**src/rtl/mem_port_arbiter.sv**
```systemverilog
// Arbitrates fetch and data ports onto a single-port word memory, one access per three cycles.
// Optional MEM_ARB_RR_EN selects round-robin tie-breaking; default is fixed data priority.
//
// state  | meaning
// IDLE   | sample requests, issue grant, latch command
// ACCESS | read or write strobe asserted for one cycle
// RESP   | memory data valid; capture it and pulse done into next IDLE
module mem_port_arbiter #(
  parameter int DATA_W = 16,
  parameter int ADDR_W = 16,
  parameter int DEPTH  = 256
) (
  input  logic              clock,
  input  logic              reset_n,
  input  logic              if_req,
  input  logic [ADDR_W-1:0] if_addr,
  output logic              if_gnt,
  output logic              if_done,
  output logic [DATA_W-1:0] if_rdata,
  output logic              if_err,
  input  logic              d_req,
  input  logic              d_we,
  input  logic [ADDR_W-1:0] d_addr,
  input  logic [DATA_W-1:0] d_wdata,
  output logic              d_gnt,
  output logic              d_done,
  output logic [DATA_W-1:0] d_rdata,
  output logic              d_err,
  output logic              mem_read,
  output logic              mem_write,
  output logic [ADDR_W-1:0] mem_addr,
  output logic [DATA_W-1:0] mem_wdata,
  input  logic [DATA_W-1:0] mem_rdata,
  output logic              busy
);

  typedef enum logic [1:0] {IDLE, ACCESS, RESP} state_t;

  // one extra bit so DEPTH == 2**ADDR_W still compares correctly
  localparam logic [ADDR_W:0] DEPTH_EXT = (ADDR_W+1)'(DEPTH);

  state_t              state_q, state_d;
  logic                we_q, we_d;
  logic                port_d_q, port_d_d;
  logic                range_ok_q, range_ok_d;
  logic                mem_read_q, mem_read_d;
  logic                mem_write_q, mem_write_d;
  logic [ADDR_W-1:0]   mem_addr_q, mem_addr_d;
  logic [DATA_W-1:0]   mem_wdata_q, mem_wdata_d;
  logic                if_done_q, if_done_d;
  logic                if_err_q, if_err_d;
  logic [DATA_W-1:0]   if_rdata_q, if_rdata_d;
  logic                d_done_q, d_done_d;
  logic                d_err_q, d_err_d;
  logic [DATA_W-1:0]   d_rdata_q, d_rdata_d;

  logic                idle_ok;
  logic                prefer_d;
  logic [ADDR_W-1:0]   sel_addr;
  logic                sel_we;
  logic                sel_in_range;

`ifdef MEM_ARB_RR_EN
  logic rr_ptr_q, rr_ptr_d;  // 1: data wins the next tie

  always_comb begin
    rr_ptr_d = rr_ptr_q;
    if (if_gnt)     rr_ptr_d = 1'b1;
    else if (d_gnt) rr_ptr_d = 1'b0;
  end

  always_ff @(posedge clock) begin
    if (!reset_n) rr_ptr_q <= 1'b1;
    else          rr_ptr_q <= rr_ptr_d;
  end

  assign prefer_d = rr_ptr_q;
`else
  assign prefer_d = 1'b1;
`endif

  assign idle_ok = (state_q == IDLE) && reset_n;
  assign d_gnt   = idle_ok && d_req && (prefer_d || !if_req);
  assign if_gnt  = idle_ok && if_req && !d_gnt;

  always_comb begin
    state_d      = state_q;
    we_d         = we_q;
    port_d_d     = port_d_q;
    range_ok_d   = range_ok_q;
    mem_read_d   = 1'b0;
    mem_write_d  = 1'b0;
    mem_addr_d   = mem_addr_q;
    mem_wdata_d  = mem_wdata_q;
    if_done_d    = 1'b0;
    if_err_d     = 1'b0;
    if_rdata_d   = if_rdata_q;
    d_done_d     = 1'b0;
    d_err_d      = 1'b0;
    d_rdata_d    = d_rdata_q;
    sel_addr     = d_gnt ? d_addr : if_addr;
    sel_we       = d_gnt && d_we;
    sel_in_range = ({1'b0, sel_addr} < DEPTH_EXT);

    case (state_q)
      IDLE: begin
        if (d_gnt || if_gnt) begin
          we_d        = sel_we;
          port_d_d    = d_gnt;
          range_ok_d  = sel_in_range;
          mem_addr_d  = sel_addr;
          mem_read_d  = !sel_we && sel_in_range;
          mem_write_d = sel_we && sel_in_range;
          if (sel_we) mem_wdata_d = d_wdata;
          state_d     = ACCESS;
        end
      end
      ACCESS: state_d = RESP;
      RESP: begin
        state_d = IDLE;
        if (port_d_q) begin
          d_done_d = 1'b1;
          d_err_d  = !range_ok_q;
          if (!we_q) d_rdata_d = range_ok_q ? mem_rdata : '0;
        end else begin
          if_done_d = 1'b1;
          if_err_d  = !range_ok_q;
          if (!we_q) if_rdata_d = range_ok_q ? mem_rdata : '0;
        end
      end
      default: state_d = IDLE;
    endcase
  end

  always_ff @(posedge clock) begin
    if (!reset_n) begin
      state_q     <= IDLE;
      we_q        <= 1'b0;
      port_d_q    <= 1'b0;
      range_ok_q  <= 1'b0;
      mem_read_q  <= 1'b0;
      mem_write_q <= 1'b0;
      mem_addr_q  <= '0;
      mem_wdata_q <= '0;
      if_done_q   <= 1'b0;
      if_err_q    <= 1'b0;
      if_rdata_q  <= '0;
      d_done_q    <= 1'b0;
      d_err_q     <= 1'b0;
      d_rdata_q   <= '0;
    end else begin
      state_q     <= state_d;
      we_q        <= we_d;
      port_d_q    <= port_d_d;
      range_ok_q  <= range_ok_d;
      mem_read_q  <= mem_read_d;
      mem_write_q <= mem_write_d;
      mem_addr_q  <= mem_addr_d;
      mem_wdata_q <= mem_wdata_d;
      if_done_q   <= if_done_d;
      if_err_q    <= if_err_d;
      if_rdata_q  <= if_rdata_d;
      d_done_q    <= d_done_d;
      d_err_q     <= d_err_d;
      d_rdata_q   <= d_rdata_d;
    end
  end

  assign mem_read  = mem_read_q;
  assign mem_write = mem_write_q;
  assign mem_addr  = mem_addr_q;
  assign mem_wdata = mem_wdata_q;
  assign if_done   = if_done_q;
  assign if_err    = if_err_q;
  assign if_rdata  = if_rdata_q;
  assign d_done    = d_done_q;
  assign d_err     = d_err_q;
  assign d_rdata   = d_rdata_q;
  assign busy      = (state_q != IDLE);

endmodule

```
**config.mk**
```make
export PLATFORM = sky130hd
export DESIGN_NAME = mem_port_arbiter
export DESIGN_NICKNAME = d
export VERILOG_FILES = /design/src/rtl/mem_port_arbiter.sv
export SDC_FILE = /design/constraint.sdc
export NUM_CORES = 1
export LEC_CHECK = 0
export CORE_MARGIN = 4
export CORE_UTILIZATION = 30
export CTS_CLUSTER_SIZE = 40
export DETAILED_ROUTE_END_ITERATION = 10
export HOLD_SLACK_MARGIN = 0.15
export PLACE_DENSITY = 0.73
export SETUP_SLACK_MARGIN = 0.2
export SYNTH_ARGS = -nofsm -noshare
export SYNTH_HDL_FRONTEND = slang
export SYNTH_SLANG_ARGS = --single-unit
```
**constraint.sdc**
```tcl
create_clock -name clock -period 1.5 [get_ports clock]
set_clock_uncertainty 0.2 [all_clocks]
set_input_delay 0.3 -clock clock [delete_from_list [all_inputs] [get_ports clock]]
set_output_delay 0.3 -clock clock [all_outputs]
set_load 0.02 [all_outputs]
```
==> results.yml <==
run_status:
  outcome: "finished, violations left"
  violations: "setup timing"
drt:
  vias_per_cell: 5.00
  ant_nets: 0
  drt_iter0_markers: 128
  firstDrtPassIters: 4
  dr_total_vias: 3407
  wl_per_cell_um: 17.5
  routed_wl_mm: 11.9
  drc: 0
yosys:
  synth_nets: 422
  ys_warn_count: 0
  postSynthCellCount: 353
  netlist_area_mm2: 0.00291
  synth_seq_cells: 75
  synthDistinctLibCells: 32
  syn_area_per_cell_um2: 8.23
  seq_area_frac_synth_pct: 51.7
cells_and_area:
  diodes: 0
  layout_common_cells: "buf_6, dfxtp_2, clkdlybuf4s50_1, buf_4, a21oi_1"
  final_util_pct: 64.9
  fin_cells: 681
  area_growth_pct: 108
  drive_gt1_share_pct: 60.1
  fin_nets: 616
  stdcell_area_mm2: 0.00605
  final_common_cell: "buf_6"
timing:
  period_minus_slack_ps: 1720
  final.setup.worst_slack_ps: -217
  fin_tns_setup_ps: -9160
  finalCritPeriodShare_pct: 114
  grt_setup_unrepaired: "yes"
  maxSlewViolCount: 0
  whs_ps: 234
  worst_pin_slew_ps: 453
  setup_viol: 59
  final-hold-violation-count: 0
  slew_headroom_pct: 69.5
  fmax_ghz: 0.582
setup_path:
  startpoint: "state_q[1]$_SDFFE_PN0P_"
  r2r_cells: 6
  worstPathArrival_ps: 1780
  worstReg2RegStart: "state_q[1]$_SDFFE_PN0P_"
  worst_setup_path_start_kind: "flop"
  timing.rr.end: "mem_addr[13]$_SDFFE_PN0P_"
  cp_max_fo: 6
  cp-endpoint: "mem_addr[13]$_SDFFE_PN0P_"
  rrSetupSlack_ps: -220
  endpoint_kind: "flop"
  worstPathRequired_ps: 1560
  critPathKind: "reg2reg"
floorplanning:
  core_mm2: 0.00933
  die-area_mm2: 0.0113
  start_util_pct: 31.2
  die_x_um: 106
  core.rowCount: 35
  die_h_um: 106
  num_io_pins: 142
global_route:
  antenna_found_initial: 0
  grt_max_degree: 41
  overflow: 0
  grt_pass1_wl_mm: 16.3
  grt_pass1_vias: 3255
  track_usage_pct: 18.0
clock_network:
  clk_path_buf_depth: 2
  cts.clk_slew.worst_paths_ps: 90
  ctsHtreeMaxLevel: 3
  cts-root-buf: "clkbuf_8"
  cts_tree: "done"
  clkLatencyLatePin_ps: 340
  cts_buffers: 9
  clock-sinks: 75
power_and_ir_drop:
  ir_drop_uv: 553
  p_per_area_mw_per_mm2: 792
  leakage_nw: 2.33
  finalPower_mw: 4.80
placement:
  port_buffers: 141
  dp.cells: 622
  dpl_cell_area_mm2: 0.00469
  place_congestion: 0.790
  dp_slack_ps: -855
  dp_hpwl_mm: 7.02
hold_path:
  hold_class: "in2reg"
run:
  cap_violations: 0
[routing by layer]
metal  vias up  track usage (%)  routed length (um)
li1       1630                -                   -
met1      1634             20.8                4620
met2       120             32.5                6470
met3        23             3.40                 553
met4         0             7.40                 261
met5         -                0                   0
[state kept, by name, indices dropped and copies added (netlist names), 2 cells and up]
register and count:
d_rdata 16, if_rdata 16, mem_addr 16, mem_wdata 16, state_q 2
[critical path: stages, from the launching register on]
cell and delay (ps):
dfxtp_4 360, buf_6 110, buf_6 120, and4bb_4 440
clkbuf_16 190, nand2_4 40, a31oi_1 180
[power by group]
group	internal, mW	switching (mW)	total [mW]	leakage, nW
logic	0.650	0.552	1.20	1.59
clock network	0.662	0.803	1.47	0.0974
registers	2.07	0.0550	2.13	0.642
total	3.39	1.41	4.80	2.33
[cell type report]
| class | instances | area, um2 |
|---|---|---|
| Timing Repair Buffer | 217 | 2410 |
| Clock inverter | 6 | 45.0 |
| Sequential cell | 75 | 1590 |
| Inverter | 4 | 21.3 |
| Multi-Input combinational cell | 240 | 1690 |
| Tap cell | 129 | 161 |
| Fill cell | 744 | 3270 |
| Clock buffer | 10 | 138 |
[synthesized netlist by cell type (all sizes together)]
cell	number	area share, %
nand4bb	3	1.3
nor2	3	0.39
a32oi	1	0.30
nor3	1	0.17
nand2	68	8.8
and4bb	2	0.86
a31oi	15	3.2
or2	1	0.22
nor4b	1	0.82
o21ai	32	5.5
nor3b	1	0.26
nor2b	1	0.22
a21oi	51	8.8
o22ai	1	0.22
a221oi	1	0.30
or4b	1	0.34
clkinv	1	0.13
clkbuf	17	2.2
and2b	1	0.30
dfxtp	75	52
and3	1	0.22
nor4	4	0.86
nand3	51	8.8
buf	17	3.7
inv	3	0.39
[what timing repair did]
action / 4_1_cts / 5_1_grt
hold buffers: 0 / 1
gates cloned: 4 / 7
endpoints found under the setup margin: 146 / 148
setup buffers: 12 / 19
endpoints found under the hold margin: 0 / 2
pin swaps: 29 / 40
resized for setup: 567 / 79
[worst min-delay path by stage]
stage / startpoint / endpoint / slack, ps / cells after the start
3_5_place_dp: if_rdata[4]$_SDFFE_PN0P_ / if_rdata[4]$_SDFFE_PN0P_ / 250 / 2
6_report: reset_n / if_done$_SDFF_PN0_ / 230 / 4
3_3_place_gp: if_rdata[4]$_SDFFE_PN0P_ / if_rdata[4]$_SDFFE_PN0P_ / 240 / 2
2_1_floorplan: d_wdata[0] / mem_wdata[0]$_SDFFE_PN0P_ / 250 / 2
5_1_grt: reset_n / if_done$_SDFF_PN0_ / 250 / 4
4_1_cts: d_addr[10] / mem_addr[10]$_SDFFE_PN0P_ / 230 / 3
[kinds of logic (layout without fill, tap and decap cells)]
| family | after synthesis | count (layout) | share of synthesized area, % |
|---|---|---|---|
| and+or+nand+nor | 139 | 139 | 23.5 |
| AOI/OAI and AO/OA | 101 | 101 | 18.3 |
| DFF | 75 | 75 | 51.7 |
| buffers and inverters | 38 | 237 | 6.46 |
No activity file was read; power rests on OpenSTA's default activity.
